**src/rtl/sobel_pkg.sv**
```systemverilog
// Shared constants and helpers for the streaming Sobel edge stage.
// Widths derive from the pixel width so every file agrees on them.
package sobel_pkg;

    localparam int LATENCY = 4;

    localparam logic MODE_BIN = 1'b0;
    localparam logic MODE_MAG = 1'b1;

    // Gradient width: |gx|+|gy| <= 8*(2^dw-1) needs three extra bits.
    function automatic int g_w(input int dw);
        return dw + 3;
    endfunction

    function automatic logic [31:0] white(input int dw);
        return (32'd1 << dw) - 32'd1;
    endfunction

    // All-zero pixel of the same width as white().
    function automatic logic [31:0] black(input int dw);
        return white(dw) & ~white(dw);
    endfunction

endpackage

```
**src/rtl/sobel_line_buf.sv**
```systemverilog
// Two-row line store (rows r-1 and r-2) with circular column pointer.
// Reads are combinational so the window can load in the accept cycle.
module sobel_line_buf
    import sobel_pkg::*;
#(
    parameter int DATA_W = 8,
    parameter int IMG_W  = 100
) (
    input  logic              sys_clk,
    input  logic              sys_rst_n,
    input  logic              i_flag,
    input  logic              i_sof,
    input  logic [DATA_W-1:0] i_data,
    output logic [DATA_W-1:0] o_row1,
    output logic [DATA_W-1:0] o_row2
);

    localparam int AW = $clog2(IMG_W);

    logic [DATA_W-1:0] r_mem1 [IMG_W];
    logic [DATA_W-1:0] r_mem2 [IMG_W];
    logic [AW-1:0]     r_ptr;
    logic [AW-1:0]     w_ptr;

    // Start of frame snaps the pointer back to column 0.
    always_comb begin
        w_ptr  = i_sof ? '0 : r_ptr;
        o_row1 = r_mem1[w_ptr];
        o_row2 = r_mem2[w_ptr];
    end

    // Column pointer advances per accepted pixel and wraps at the line end.
    always_ff @(posedge sys_clk or negedge sys_rst_n) begin
        if (!sys_rst_n) begin
            r_ptr <= '0;
        end else if (i_flag) begin
            r_ptr <= (w_ptr == AW'(IMG_W - 1)) ? '0 : w_ptr + AW'(1);
        end
    end

    // Age row r-1 into r-2 and store the new pixel as row r-1.
    always_ff @(posedge sys_clk) begin
        if (i_flag) begin
            r_mem2[w_ptr] <= r_mem1[w_ptr];
            r_mem1[w_ptr] <= i_data;
        end
    end

endmodule

```
**src/rtl/sobel_edge_stream.sv**
```systemverilog
// Streaming 3x3 Sobel edge detector, one result per interior pixel.
// Stages: window load, gx/gy, magnitude, output register (4 clocks).
module sobel_edge_stream
    import sobel_pkg::*;
#(
    parameter  int DATA_W = 8,
    parameter  int IMG_W  = 100,
    parameter  int IMG_H  = 100,
    localparam int G_W    = g_w(DATA_W)
) (
    input  logic              sys_clk,
    input  logic              sys_rst_n,
    input  logic              pi_flag,
    input  logic              pi_sof,
    input  logic [DATA_W-1:0] pi_data,
    input  logic [G_W-1:0]    threshold,
    input  logic              mode,
    output logic              po_flag,
    output logic              po_sof,
    output logic              po_eol,
    output logic [DATA_W-1:0] po_data
);

    localparam int CW = $clog2(IMG_W);
    localparam int RW = $clog2(IMG_H);
    localparam logic [DATA_W-1:0] BLACK = DATA_W'(black(DATA_W));
    localparam logic [DATA_W-1:0] WHITE = DATA_W'(white(DATA_W));
    localparam logic [G_W-1:0]    SAT   = G_W'(white(DATA_W));

    function automatic logic signed [G_W-1:0] ext(input logic [DATA_W-1:0] p);
        return $signed({3'b000, p});
    endfunction

    logic [CW-1:0]     r_col, w_col;
    logic [RW-1:0]     r_row, w_row;
    logic              w_last_col, w_last_row, w_win;
    logic [DATA_W-1:0] w_row1, w_row2;
    logic [DATA_W-1:0] r_a1, r_a2, r_a3, r_b1, r_b2, r_b3, r_c1, r_c2, r_c3;
    logic              r_v0, r_v1, r_v2;
    logic              r_sof0, r_sof1, r_sof2;
    logic              r_eol0, r_eol1, r_eol2;
    logic signed [G_W-1:0] r_gx, r_gy;
    logic [G_W-1:0]    w_absx, w_absy, r_mag, r_thr;
    logic              r_mode;
    logic [DATA_W-1:0] w_res;

    sobel_line_buf #(
        .DATA_W (DATA_W),
        .IMG_W  (IMG_W)
    ) u_line_buf (
        .sys_clk   (sys_clk),
        .sys_rst_n (sys_rst_n),
        .i_flag    (pi_flag),
        .i_sof     (pi_sof),
        .i_data    (pi_data),
        .o_row1    (w_row1),
        .o_row2    (w_row2)
    );

    // Position of the pixel being accepted; sof forces (0,0).
    always_comb begin
        w_col      = pi_sof ? '0 : r_col;
        w_row      = pi_sof ? '0 : r_row;
        w_last_col = (w_col == CW'(IMG_W - 1));
        w_last_row = (w_row == RW'(IMG_H - 1));
        w_win      = pi_flag && (w_row >= RW'(2)) && (w_col >= CW'(2));
    end

    // Column/row counters wrap on their own, so no sof is needed per frame.
    always_ff @(posedge sys_clk or negedge sys_rst_n) begin
        if (!sys_rst_n) begin
            r_col <= '0;
            r_row <= '0;
        end else if (pi_flag) begin
            r_col <= w_last_col ? '0 : w_col + CW'(1);
            if (w_last_col) r_row <= w_last_row ? '0 : w_row + RW'(1);
            else            r_row <= w_row;
        end
    end

    // Edge 0: shift the 3x3 window left and tag interior centres.
    always_ff @(posedge sys_clk or negedge sys_rst_n) begin
        if (!sys_rst_n) begin
            {r_a1, r_a2, r_a3} <= '0;
            {r_b1, r_b2, r_b3} <= '0;
            {r_c1, r_c2, r_c3} <= '0;
            r_v0   <= 1'b0;
            r_sof0 <= 1'b0;
            r_eol0 <= 1'b0;
        end else begin
            if (pi_flag) begin
                {r_a1, r_a2, r_a3} <= {r_a2, r_a3, w_row2};
                {r_b1, r_b2, r_b3} <= {r_b2, r_b3, w_row1};
                {r_c1, r_c2, r_c3} <= {r_c2, r_c3, pi_data};
            end
            r_v0   <= w_win;
            r_sof0 <= w_win && (w_row == RW'(2)) && (w_col == CW'(2));
            r_eol0 <= w_win && w_last_col;
        end
    end

    // Edge 1: signed gradients, wide enough that nothing truncates.
    always_ff @(posedge sys_clk or negedge sys_rst_n) begin
        if (!sys_rst_n) begin
            r_gx   <= '0;
            r_gy   <= '0;
            r_v1   <= 1'b0;
            r_sof1 <= 1'b0;
            r_eol1 <= 1'b0;
        end else begin
            if (r_v0) begin
                r_gx <= (ext(r_a3) - ext(r_a1))
                      + ((ext(r_b3) - ext(r_b1)) <<< 1)
                      + (ext(r_c3) - ext(r_c1));
                r_gy <= (ext(r_a1) - ext(r_c1))
                      + ((ext(r_a2) - ext(r_c2)) <<< 1)
                      + (ext(r_a3) - ext(r_c3));
            end
            r_v1   <= r_v0;
            r_sof1 <= r_sof0;
            r_eol1 <= r_eol0;
        end
    end

    // Absolute values; the most negative gradient never reaches -2^(G_W-1).
    always_comb begin
        w_absx = r_gx[G_W-1] ? $unsigned(-r_gx) : $unsigned(r_gx);
        w_absy = r_gy[G_W-1] ? $unsigned(-r_gy) : $unsigned(r_gy);
    end

    // Edge 2: magnitude, with mode and threshold captured alongside it.
    always_ff @(posedge sys_clk or negedge sys_rst_n) begin
        if (!sys_rst_n) begin
            r_mag  <= '0;
            r_thr  <= '0;
            r_mode <= MODE_BIN;
            r_v2   <= 1'b0;
            r_sof2 <= 1'b0;
            r_eol2 <= 1'b0;
        end else begin
            if (r_v1) begin
                r_mag  <= w_absx + w_absy;
                r_thr  <= threshold;
                r_mode <= mode;
            end
            r_v2   <= r_v1;
            r_sof2 <= r_sof1;
            r_eol2 <= r_eol1;
        end
    end

    // Strong edges are drawn black in the binary map; ties stay white.
    always_comb begin
        if (r_mode == MODE_MAG) w_res = (r_mag > SAT) ? WHITE : r_mag[DATA_W-1:0];
        else                    w_res = (r_mag > r_thr) ? BLACK : WHITE;
    end

    // Edge 3: registered outputs; data holds between results.
    always_ff @(posedge sys_clk or negedge sys_rst_n) begin
        if (!sys_rst_n) begin
            po_flag <= 1'b0;
            po_sof  <= 1'b0;
            po_eol  <= 1'b0;
            po_data <= '0;
        end else begin
            po_flag <= r_v2;
            po_sof  <= r_v2 && r_sof2;
            po_eol  <= r_v2 && r_eol2;
            if (r_v2) po_data <= w_res;
        end
    end

endmodule
```
**config.mk**
```make
export PLATFORM = sky130hd
export DESIGN_NAME = sobel_edge_stream
export DESIGN_NICKNAME = d
export VERILOG_FILES = /design/src/rtl/sobel_pkg.sv /design/src/rtl/sobel_line_buf.sv /design/src/rtl/sobel_edge_stream.sv
export SDC_FILE = /design/constraint.sdc
export NUM_CORES = 2
export LEC_CHECK = 0
export ABC_AREA = 1
export BUFFER_PORTS_ARGS = -buffer_cell sky130_fd_sc_hd__buf_4
export CAP_MARGIN = 5
export CORE_MARGIN = 2
export CORE_UTILIZATION = 55
export CTS_CLUSTER_SIZE = 8
export DETAILED_ROUTE_END_ITERATION = 10
export PLACE_DENSITY = 0.71
export SLEW_MARGIN = 30
export SYNTH_ARGS = -nofsm -noshare
export SYNTH_HDL_FRONTEND = slang
export SYNTH_SLANG_ARGS = --single-unit
```
**constraint.sdc**
```tcl
create_clock -name sys_clk -period 7.1 [get_ports sys_clk]
set_input_delay 0.71 -clock sys_clk [delete_from_list [all_inputs] [get_ports sys_clk]]
set_output_delay 0.71 -clock sys_clk [all_outputs]
set_load 0.02 [all_outputs]
```
# After elaboration in Yosys (flattened, before gate mapping)
# Memories as Yosys holds them, arrays and structs flattened. A register that Yosys moved wholly into a read port is not among the register bits.
# Index checks and enable logic that the tools add are counted.
# W data, S select, Z words.
# classes
n_lt_le_gt_ge,4
bitwise,0
n_mux,14
n_eq_ne,5
n_shift,0
reduce_logical,8
div_mod_pow,0
multipliers,0
n_addsub,16
# op_table
cell,count
$sub A8 B8 Y9,6
$mux W7,7
$mux W8,3
$add A11 B9 Y11,2
$add A9 B10 Y11,2
$mux W11,2
$neg A11 Y11,2
$add A7 B1 Y7 const B,3
$eq A7 B7 Y1 const B,3
$eq A7 B2 Y1 const B,2
$ge A7 B2 Y1 const B,2
$add A11 B11 Y11,1
$gt A11 B11 Y1,1
$gt A11 B8 Y1 const B,1
$logic_and A1 B1 Y1,7
$mux W1,2
$logic_not A1 Y1,1
# word_totals
latchBits,0
rom_bits,0
word_cells,78
mem_bits_rw,1600
memories,2
ff_bits,150
output_inout_bits,11
input_bits,24
# mem_list
name,depth,width,rd,rd_ports_with_merged_regs,wr,line_no,source
u_line_buf.r_mem1,100,8,1,0,1,sobel_line_buf.sv:20,logic [DATA_W-1:0] r_mem1 [IMG_W];
u_line_buf.r_mem2,100,8,1,1,1,sobel_line_buf.sv:21,logic [DATA_W-1:0] r_mem2 [IMG_W];

# Longest topological paths before layout
# logic_depth
depth_word,6
mapped_depth,22
ltp_nobuf,22

# Modules after synthesis
# A second synthesis with hierarchy kept.
# hier_totals
hier_cells,8154
area_unflattened_um2,79199.7
# modules_own_cells
mod,cells_each,seq_area_each_um2,area_each_um2,instances
sobel_line_buf,6777,48221.2,68632.1,1
sobel_edge_stream,1377,3778.6,10567.6,1

# Worst setup path before layout
# No wires, ideal clock.
# synth_path
kind,input to register
from,input pi_sof
to,memory u_line_buf.r_mem2[0][7] (data pin)
slack_ps,3382
arrival_ps,3268
cell_stages,12
path_buffers,2
setup_time_ps,450
required_ps,6650
cell_sequence,buf_6 > nor2_1 > nand2_1 > clkbuf_1 > nor2_1 > o21ai_0 > nand3_1 > nand2_1 > nand2_1 > nor2_1 > nor2_1 > or2_1
# synth_via
elab_chain_cells,2
# synth_lines
element,line_no,source
from (decl),sobel_edge_stream.sv:14,"input logic pi_sof,"
$mux W7,sobel_line_buf.sv:27,w_ptr = i_sof ? '0 : r_ptr;
$mem_v2 Z100 W8,n/a,
to (decl),sobel_line_buf.sv:21,
# Every way passes these cells.

# Final worst setup path
# layout_path
from,register u_line_buf.r_ptr[0]
to,memory u_line_buf.r_mem2[76][3] (data pin)
# layout_via
elab_chain_cells,2
# layout_lines
element,line_no,source
from (decl),sobel_line_buf.sv:22,logic [AW-1:0] r_ptr;
from (signal assigned),sobel_line_buf.sv:37,r_ptr <= (w_ptr == AW'(IMG_W - 1)) ? '0 : w_ptr + AW'(1);
$mux W7,sobel_line_buf.sv:27,
$mem_v2 Z100 W8,n/a,
# Every way passes these cells.

==> reports/qor.yml <==
floorplanning:
  start_util: 0.552
  dieArea_sq_um: 142000
  core_area_sq_um: 139000
  die_x_um: 377
  die-height_um: 377
  ios: 35
  rows: 137
global_routing:
  grtUsageMet1: 0.385
  antenna_found_initial: 3
  met2_usage: 0.472
  grt_overflow_total: 0
  grt_use_met3: 0.0535
  grt_pass1_vias: 51600
  grt_pass1_wl_um: 310000
  grt.total_usage: 0.291
  grt_max_degree: 135
  top_usage_layer: "met2"
critical_path:
  startpoint_type: "flop"
  r2r_cells: 10
  crit_start: "u_line_buf.r_ptr[0]$_DFFE_PN0P_"
  r2r_end: "u_line_buf.r_mem2[76][3]$_DFFE_PP_"
  worstSetupPathType: "reg -> reg"
  crit_path_end: "u_line_buf.r_mem2[76][3]$_DFFE_PP_"
  reg2reg_slack_ns: 2.43
  crit_path_end_kind: "flop"
  cp.arrival_ns: 5.07
  cp_data_required_time_ns: 7.50
  rr_startpoint: "u_line_buf.r_ptr[0]$_DFFE_PN0P_"
  critical_path.max_fanout: 101
synth:
  yosysWarnings: 0
  synth_top_area_frac: 0.627
  synthArstFlopShare: 0.0899
  synth_seq_area_share: 0.678
  synth_cells: 7279
  synthTopCellsByCount: "nand2_1 (2,851), edfxtp_1 (1,600), inv_1 (494)"
  syn-num-nets: 7426
  ys_ff_latch: 1758
  synth-edff-count: 1600
  synth_cell_type_count: 42
  avgSynthCellArea_sq_um: 10.5
  synth_most_common_cell: "nand2_1"
  ys_top_cells_by_area: "edfxtp_1 (63%), nand2_1 (14%), dfrtp_1 (5.2%)"
  synth_ff_type: "edfxtp_1"
  synth.largest_area_cell: "edfxtp_1"
  syn_area_sq_um: 76700
clock_tree:
  clk_pin_slew_ns: 0.05
  htree_levels: 4
  clock_path_buffers: 3
  clk_latency_ns: 0.87
  cts_root_buf: "clkbuf_16"
  numCtsBuffers: 237
  post-cts-setup-buffers: 0
  holdBufCountCts: 1
  cts_num_sinks: 1758
  ctsResizeCount: 0
  cts_tree: "yes"
detailed_routing:
  drtAntennaViolNets: 0
  viasPerCell: 5.68
  route.detailed.wl_per_inst_um: 22.1
  drc: 0
  wl_um: 207000
  vias: 53000
  drt_iter0_drc: 6612
  drt_first_pass_iters: 6
placement:
  hpwl_um: 118000
  dp.cells: 9030
  gp_congestion: 0.913
  io_buffers: 34
  dpl_cell_area_sq_um: 79500
final_layout:
  nNetsFinal: 7543
  synthToLayoutAreaGrowth_pct: 12.2
  design_area_sq_um: 86000
  diodes: 0
  final_cells: 9339
  drive_above_1_share: 0.0725
  final_core_util: 0.619
power_and_ir_drop:
  p_leak_uw: 0.0351
  power.density_nw_per_um2: 326
  ir_drop_mv: 0.304
timing:
  hold_violations: 0
  final_max_slew_viol_count: 0
  period_needed_ns: 4.67
  finalCritPeriodShare: 0.657
  finalSetupTns_ns: 0
  fin_hold_ws_ns: 0.0902
  setup_viol: 0
  rsz0062_at_grt: "no"
  skew_ns: 0.0445
  worstMarginPinSlew_ns: 0.991
  fmax_mhz: 214
  slew_headroom: 0.338
run_status:
  status: "completed"
worst_hold_path:
  hold_path.class: "in -> reg"
job:
  drv_cap: 0
-- cell type report --
cell class,count,area [sq um]
Inverter,508,1910
Sequential cell,1758,52000
Multi-Input combinational cell,4661,21400
Tap cell,1876,2350
Fill cell,10700,53000
Clock inverter,14,246
Clock buffer,292,6160
Timing Repair Buffer,230,1980
-- critical path: stages (launching register included) --
cell and delay [ns]:
dfrtp_4 0.74, inv_2 0.32, nor2_4 0.46, buf_4 0.60, nor2_4 0.28, nand2_1 0.16, nand4_1 0.13, o21ai_0 0.18
nand2_1 0.20, nor2_1 0.52, nand2_8 0.55
-- stage by stage --
stage | setup slack [ns] | total power, uW
6_report | 2.43 | 28000
5_1_grt | 2.29 | 29300
2_1_floorplan | 3.38 | 16400
3_3_place_gp | 1.96 | 17900
4_1_cts | 2.48 | 28000
3_5_place_dp | 2.03 | 18000
-- power breakdown --
group | internal (uW) | total [uW] | switching, uW | leakage (uW)
Combinational | 1930 | 5820 | 3900 | 0.0156
Clock | 5960 | 10100 | 4110 | 0.00311
Sequential | 11900 | 12100 | 209 | 0.0164
Total | 19800 | 28000 | 8220 | 0.0351
-- cells by family (layout without fill, tap and decap cells) --
family                     Yosys count  count (layout)  share of synthesized area
xor gates and xnor gates            73              73                    0.00834
DFF                               1758            1758                      0.678
adders and majority gates          123             123                     0.0227
AOI/OAI and AO/OA                  634             634                     0.0473
buffers and inverters              860            1044                     0.0464
and+or+nand+nor                   3831            3831                      0.197
-- metal layers --
| layer | up-vias | part of all wire |
|---|---|---|
| met5 | - | 0.000063 |
| met4 | 2 | 0.043 |
| met3 | 467 | 0.095 |
| met2 | 2664 | 0.47 |
| met1 | 25500 | 0.39 |
| li1 | 24400 | - |
-- worst min path at each step --
stage | from | endpoint | slack (ns) | cells past startpoint
finish | threshold[10] | r_thr[10]$_DFFE_PN0P_ | 0.09 | 3
global route | threshold[9] | r_thr[9]$_DFFE_PN0P_ | 0.07 | 3
CTS | threshold[9] | r_thr[9]$_DFFE_PN0P_ | 0.04 | 3
detailed placement | r_sof1$_DFF_PN0_ | r_sof2$_DFF_PN0_ | 0.35 | 0
global placement | r_eol1$_DFF_PN0_ | r_eol2$_DFF_PN0_ | 0.34 | 0
floorplan | r_eol0$_DFF_PN0_ | r_eol1$_DFF_PN0_ | 0.33 | 0
-- layout by cell type (no fill, tap or decap), types with 3 or more instances in the layout --
cell type / n
clkinv_16: 3
o22ai_1: 28
nor2_1: 480
o21ai_1: 82
buf_4: 206
xnor2_1: 26
fa_1: 27
nor4_1: 3
nor2_4: 13
inv_1: 494
clkinv_1: 4
nand3_1: 399
nor2_2: 5
nand3b_1: 8
or2_1: 6
o21bai_1: 7
inv_16: 4
a31oi_1: 7
a21oi_1: 78
nor3_1: 17
ha_1: 96
nand2_8: 9
nand4_1: 18
buf_6: 4
o21ai_0: 276
o21a_1: 9
o211ai_1: 137
clkbuf_16: 238
nand2_1: 2843
xor2_1: 47
dfrtp_1: 157
clkbuf_1: 54
or2_2: 16
edfxtp_1: 1600
inv_2: 9
inv_6: 5
buf_12: 17
or2_0: 7
-- registers in the layout, summed over array words and instances, names as in the netlist, 11 cells and up --
name,cells
u_line_buf.r_mem1,800
u_line_buf.r_mem2,800
r_gx,11
r_gy,11
r_mag,11
r_thr,11
Power figures use the tool's default switching activity.
